--- src/rtl/hazard_stall_controller.sv ---
// ============================================================================
// hazard_stall_controller
//   Front-end pipeline sequencing: load-use stall, fixed-latency mul/div hold
//   and taken-branch squash. Optional stall counter under STALL_COUNTER_EN.
// Revision: 1.0
// ============================================================================
`default_nettype none

module hazard_stall_controller #(
  parameter int MULDIV_CYCLES = 8,
  parameter int CNT_W         = 16
) (
  input  logic       clk,
  input  logic       rst,
  input  logic [4:0] id_rs,
  input  logic [4:0] id_rt,
  input  logic       id_uses_rt,
  input  logic       id_muldiv,
  input  logic       ex_mem_read,
  input  logic [4:0] ex_rt,
  input  logic       branch_taken,
  output logic       pc_write,
  output logic       if_id_write,
  output logic       if_id_flush,
  output logic       id_ex_bubble,
  output logic       busy
`ifdef STALL_COUNTER_EN
  ,
  output logic [CNT_W-1:0] stall_count
`endif
);

  typedef enum logic [0:0] {
    RUN  = 1'b0,
    BUSY = 1'b1
  } state_t;

  localparam logic [7:0] CNT_LOAD = 8'(MULDIV_CYCLES - 1);

  generate
    if (MULDIV_CYCLES < 1 || MULDIV_CYCLES > 255 || CNT_W < 1) begin : g_param_check
      $error("hazard_stall_controller: parameter out of range");
    end
  endgenerate

  state_t     state, state_next;
  logic [7:0] cnt, cnt_next;
  logic       load_use;

  // Register 0 is hardwired zero, so a load targeting it is never a hazard.
  assign load_use = ex_mem_read && (ex_rt != 5'd0) &&
                    ((ex_rt == id_rs) || (id_uses_rt && (ex_rt == id_rt)));

  always_ff @(posedge clk or posedge rst) begin
    if (rst) begin
      state <= RUN;
      cnt   <= 8'd0;
    end else begin
      state <= state_next;
      cnt   <= cnt_next;
    end
  end

  always_comb begin
    state_next   = state;
    cnt_next     = cnt;
    pc_write     = 1'b1;
    if_id_write  = 1'b1;
    if_id_flush  = 1'b0;
    id_ex_bubble = 1'b0;
    busy         = 1'b0;

    if (rst) begin
      pc_write     = 1'b0;
      if_id_write  = 1'b0;
      id_ex_bubble = 1'b1;
    end else begin
      case (state)
        RUN: begin
          if (branch_taken) begin
            if_id_flush  = 1'b1;
            id_ex_bubble = 1'b1;
          end else if (load_use) begin
            pc_write     = 1'b0;
            if_id_write  = 1'b0;
            id_ex_bubble = 1'b1;
          end else if (id_muldiv) begin
            state_next = BUSY;
            cnt_next   = CNT_LOAD;
          end
        end
        BUSY: begin
          pc_write     = 1'b0;
          if_id_write  = 1'b0;
          id_ex_bubble = 1'b1;
          busy         = 1'b1;
          // The cnt==0 cycle is still a stall; RUN resumes on the next one.
          if (cnt == 8'd0) begin
            state_next = RUN;
          end else begin
            cnt_next = cnt - 8'd1;
          end
        end
        default: begin
          state_next = RUN;
          cnt_next   = 8'd0;
        end
      endcase
    end
  end

`ifdef STALL_COUNTER_EN
  always_ff @(posedge clk or posedge rst) begin
    if (rst) begin
      stall_count <= '0;
    end else if (!pc_write && (stall_count != {CNT_W{1'b1}})) begin
      stall_count <= stall_count + 1'b1;
    end
  end
`endif

endmodule

`default_nettype wire

--- config.mk ---
export PLATFORM = sky130hd
export DESIGN_NAME = hazard_stall_controller
export DESIGN_NICKNAME = d
export VERILOG_FILES = /design/src/rtl/hazard_stall_controller.sv
export SDC_FILE = /design/constraint.sdc
export NUM_CORES = 1
export LEC_CHECK = 0
export ABC_AREA = 1
export BUFFER_PORTS_ARGS = -buffer_cell sky130_fd_sc_hd__buf_2
export CAP_MARGIN = 5
export CORE_MARGIN = 5
export CORE_UTILIZATION = 49
export CTS_CLUSTER_SIZE = 24
export DETAILED_ROUTE_END_ITERATION = 8
export PLACE_DENSITY = 0.82
export SETUP_SLACK_MARGIN = 0.4
export SKIP_LAST_GASP = 1
export SYNTH_ARGS = -nofsm -noshare
export SYNTH_HDL_FRONTEND = slang
export SYNTH_SLANG_ARGS = --single-unit
--- constraint.sdc ---
create_clock -name clk -period 1.5 [get_ports clk]
set_input_delay 0.15 -clock clk [delete_from_list [all_inputs] [get_ports clk]]
set_output_delay 0.15 -clock clk [all_outputs]
set_load 0.01 [all_outputs]
==> impl_summary.md <==
Critical path
At the worst endpoint, the required time is 1.65 ns. The capture instance of the worst register-to-register path is cnt[4]. The worst reg-to-reg path cell count is 8.

The element type at the critical path end is a register. The critical path data arrival time is 1.61 ns. The type of the setup path with the least slack is register to register. The origin of the critical flop-to-flop path is cnt[1]. The worst register-to-register path has a setup slack of 0.04 ns. The worst setup path is launched from a register. In this run the worst path has a maximum fanout of 6.

Synthesis
The count of mapped cells out of synthesis is 132. The fraction of registers with async set or reset after synthesis is 100%. The share of the synthesized area in the top cell type is 27.6%.

The share of the Yosys chip area taken by registers is 27.6%. The total nets after synthesis is 155. During synthesis, Yosys emitted a total of 0 warnings. The most numerous cell in the Yosys netlist is sky130_fd_sc_hd__nand2_1. The average footprint of a synthesized cell is 6.18 um^2. By area the synthesized netlist is led by sky130_fd_sc_hd__dfrtp_1 (28%), sky130_fd_sc_hd__nand2_1 (22%), sky130_fd_sc_hd__inv_1 (10%), sky130_fd_sc_hd__nand3_1 (8.0%), sky130_fd_sc_hd__nor2_1 (5.1%). The commonest register cell after synthesis is sky130_fd_sc_hd__dfrtp_1.

After synthesis the cells add up to 816 um^2. The count of state elements after synthesis is 9. The biggest area contributor in the post-synthesis netlist is sky130_fd_sc_hd__dfrtp_1. The commonest cells after synthesis are sky130_fd_sc_hd__nand2_1 (47), sky130_fd_sc_hd__inv_1 (22), sky130_fd_sc_hd__nand3_1 (13), sky130_fd_sc_hd__nor2_1 (11), sky130_fd_sc_hd__dfrtp_1 (9). The count of distinct cell types in the synthesized netlist is 22. The number of flops mapped to enable cells by yosys is 0.

Final layout
The total inserted antenna cells is 0. The number of fill cells is 107. In the final design database the tool counted 195 nets. The multi-input combinational cells in the finished layout cover a total of 592 um^2. Compared with the post-synthesis result, the final layout area differs by 44.0%. Of the cells placed in the final design, the portion with a size suffix greater than 1 is 37.4%.

Summing all non-filler instances in the final layout gives an area of 0.00117 mm^2. The sequential cells in the finished layout cover a total of 226 um^2.

STA
The relative slew slack is 72.1%. The count of final hold-check violations is 0. The count of final max-slew check failures is 0. The share of the cycle needed by the critical path after routing is 97.4%. The transition time of the tightest slew-check pin is 0.417 ns. The final count of negative-setup-slack endpoints is 0. Setup repair after global routing could not meet its margin everywhere. The setup TNS after final layout is 0 ns.

The maximum clock skew at final layout is 0.00648 ns. The highest attainable clock frequency is 684 MHz. The worst path in the final design needs a cycle of 1.46 ns, including I/O delays and setup.

Die
From left edge to right edge, the die measures 50.8 um. The vertical die dimension is 50.8 um. The total area inside the core boundary comes to 0.00154 mm^2. 26 I/O pins were placed. The floorplan has 14 rows. The initial utilization of the core area, before any placement, comes to 52.9%. The overall die area is 0.00258 mm^2.

Clock tree
The clock root buffer is sky130_fd_sc_hd__clkbuf_4. Clock-pin slew was measured on the worst setup and hold paths at 0.06 ns. Clock tree synthesis found a total of 9 sinks. TritonCTS built the clock tree. The largest buffer count on any clock path is 2.

The clock latency on the worst-skew pair is 0.28 ns. TritonCTS created 3 clock buffers. The number of levels in the clock H-tree is 1.

Route
For this run, design rule violations remaining after detail routing come to 0. The count of nets left with antenna violations once routing finished came out at 0. The wire length per cell after detailed routing is 12.8 um. Using the TritonRoute via totals, the vias-per-cell ratio works out to 5.23. The pre-antenna-repair detailed-routing pass consisted of 4 iterations. The number of vias after detailed routing is 978.

Summed over all layers, the routed wires come to 2400 um. After the first detailed-routing iteration, the DRC count stood at 38.

Pwr
Across the VDD grid, the largest voltage drop is 1.09 mV. The leakage power summed over all cells is 0.673 nW. Dividing total power by cell area gives a power density of 1440 mW/mm^2. The overall power after layout is 1.69 mW.

Global routing
Entering global routing, the biggest net connects 10 pins. The wire length of the first global-routing pass is 3920 um. After global routing the overflow that remains totals 0.

The number of global-route vias before repair is 925. The initial antenna violation count is 0. The total global-route track usage is 19.7%.

Placement
The count of buffers from port buffering is 25. The final weighted congestion of routability-driven global placement is 0.854. The wire-length estimate of the detail-placed layout is 1580 um. Once placement finished, the instance area stood at 993 um^2.

Flow run
Across the run, the number of max-cap violations was 0.

Min path
Counting instances, the worst hold path has a depth of 4. The worst min-delay path category is input pin to register. The source of the worst hold timing path is rst.

The endpoint of the worst hold path is state.

Status
The flow ran to the end, and the final reports show no timing, DRC or antenna violations.
==> flip-flops by register name, indices dropped and copies added (netlist names) <==
signal,cells
cnt,8
state,1
==> layout by cell type, fill, tap and decap left out, drive strengths merged <==
cell type and n:
nand2 49, buf 33, inv 23, nand3 14, nor2 12, dfrtp 9
a21oi 5, nand4 4, o21ai 4, xor2 3, clkbuf 3, nor3 3
clkinv 2, ha 2, xnor2 1, nand3b 1, and3 1, o21bai 1
dlygate4sd3 1
==> what timing repair did <==
| action | CTS | global route |
|---|---|---|
| endpoints found under the setup margin | 14 | 14 |
| pin swaps | 7 | 6 |
| cloned | 2 | 0 |
| buffers inserted | 6 | 1 |
| gates resized for setup | 12 | 8 |
| hold endpoints to repair | 9 | 0 |
| hold buffers | 1 | 0 |
==> power by group <==
group	switching, mW	total [mW]	internal, mW
logic	0.589	1.03	0.442
registers	0.117	0.463	0.346
clock network	0.0994	0.198	0.0990
total	0.806	1.69	0.887
==> metal layers <==
layer	routed length, um	vias to the layer above	GRT usage [%]
li1	-	493	-
met1	998	433	24.9
met2	1180	44	31.0
met3	151	8	4.44
met4	76	0	10.2
met5	0	-	0
==> stage by stage <==
stage               cells  hold WS, ns  utilization [%]  setup slack (ns)
finish                187        0.340             76.2            0.0390
global route          187        0.344             76.2           0.00591
CTS                   186        0.315             74.4             0.149
detailed placement    173        0.224             64.4             0.100
global placement      173        0.213             64.4             0.181
floorplan             132      0.00283                -             0.257
==> cell type report <==
class                           instances  share of cell area [%]
Multi-Input combinational cell        100                    50.4
Tap cell                               16                    1.70
Sequential cell                         9                    19.3
Inverter                               24                    8.09
Clock inverter                          1                   0.426
Timing Repair Buffer                   34                    18.2
Clock buffer                            3                    1.92
==> critical path: stages, from the launching register on <==
cell,delay [ns]
sky130_fd_sc_hd__dfrtp_1,0.37
sky130_fd_sc_hd__inv_2,0.08
sky130_fd_sc_hd__ha_4,0.16
sky130_fd_sc_hd__nand3b_1,0.13
sky130_fd_sc_hd__nor3_4,0.06
sky130_fd_sc_hd__a21oi_4,0.23
sky130_fd_sc_hd__nand2_4,0.12
sky130_fd_sc_hd__nand2_1,0.11
sky130_fd_sc_hd__nand2_1,0.08
==> cell families after synthesis <==
group,after synthesis,synth area share [%]
AOI/OAI and AO/OA,9,7.21
xor gates and xnor gates,4,4.30
adders and majority gates,2,3.07
buffers and inverters,25,12.0
DFF,9,27.6
and+or+nand+nor,83,45.9
==> worst max-delay path by stage <==
stage,cells after the start,to,startpoint
final,8,cnt[4],cnt[1]
after global routing,7,cnt[6],cnt[1]
after CTS,8,cnt[5],cnt[0]
after detailed placement,8,cnt[0],cnt[0]
after global placement,8,cnt[0],cnt[0]
after floorplan,8,cnt[0],cnt[0]
Power figures use the tool's default switching activity.
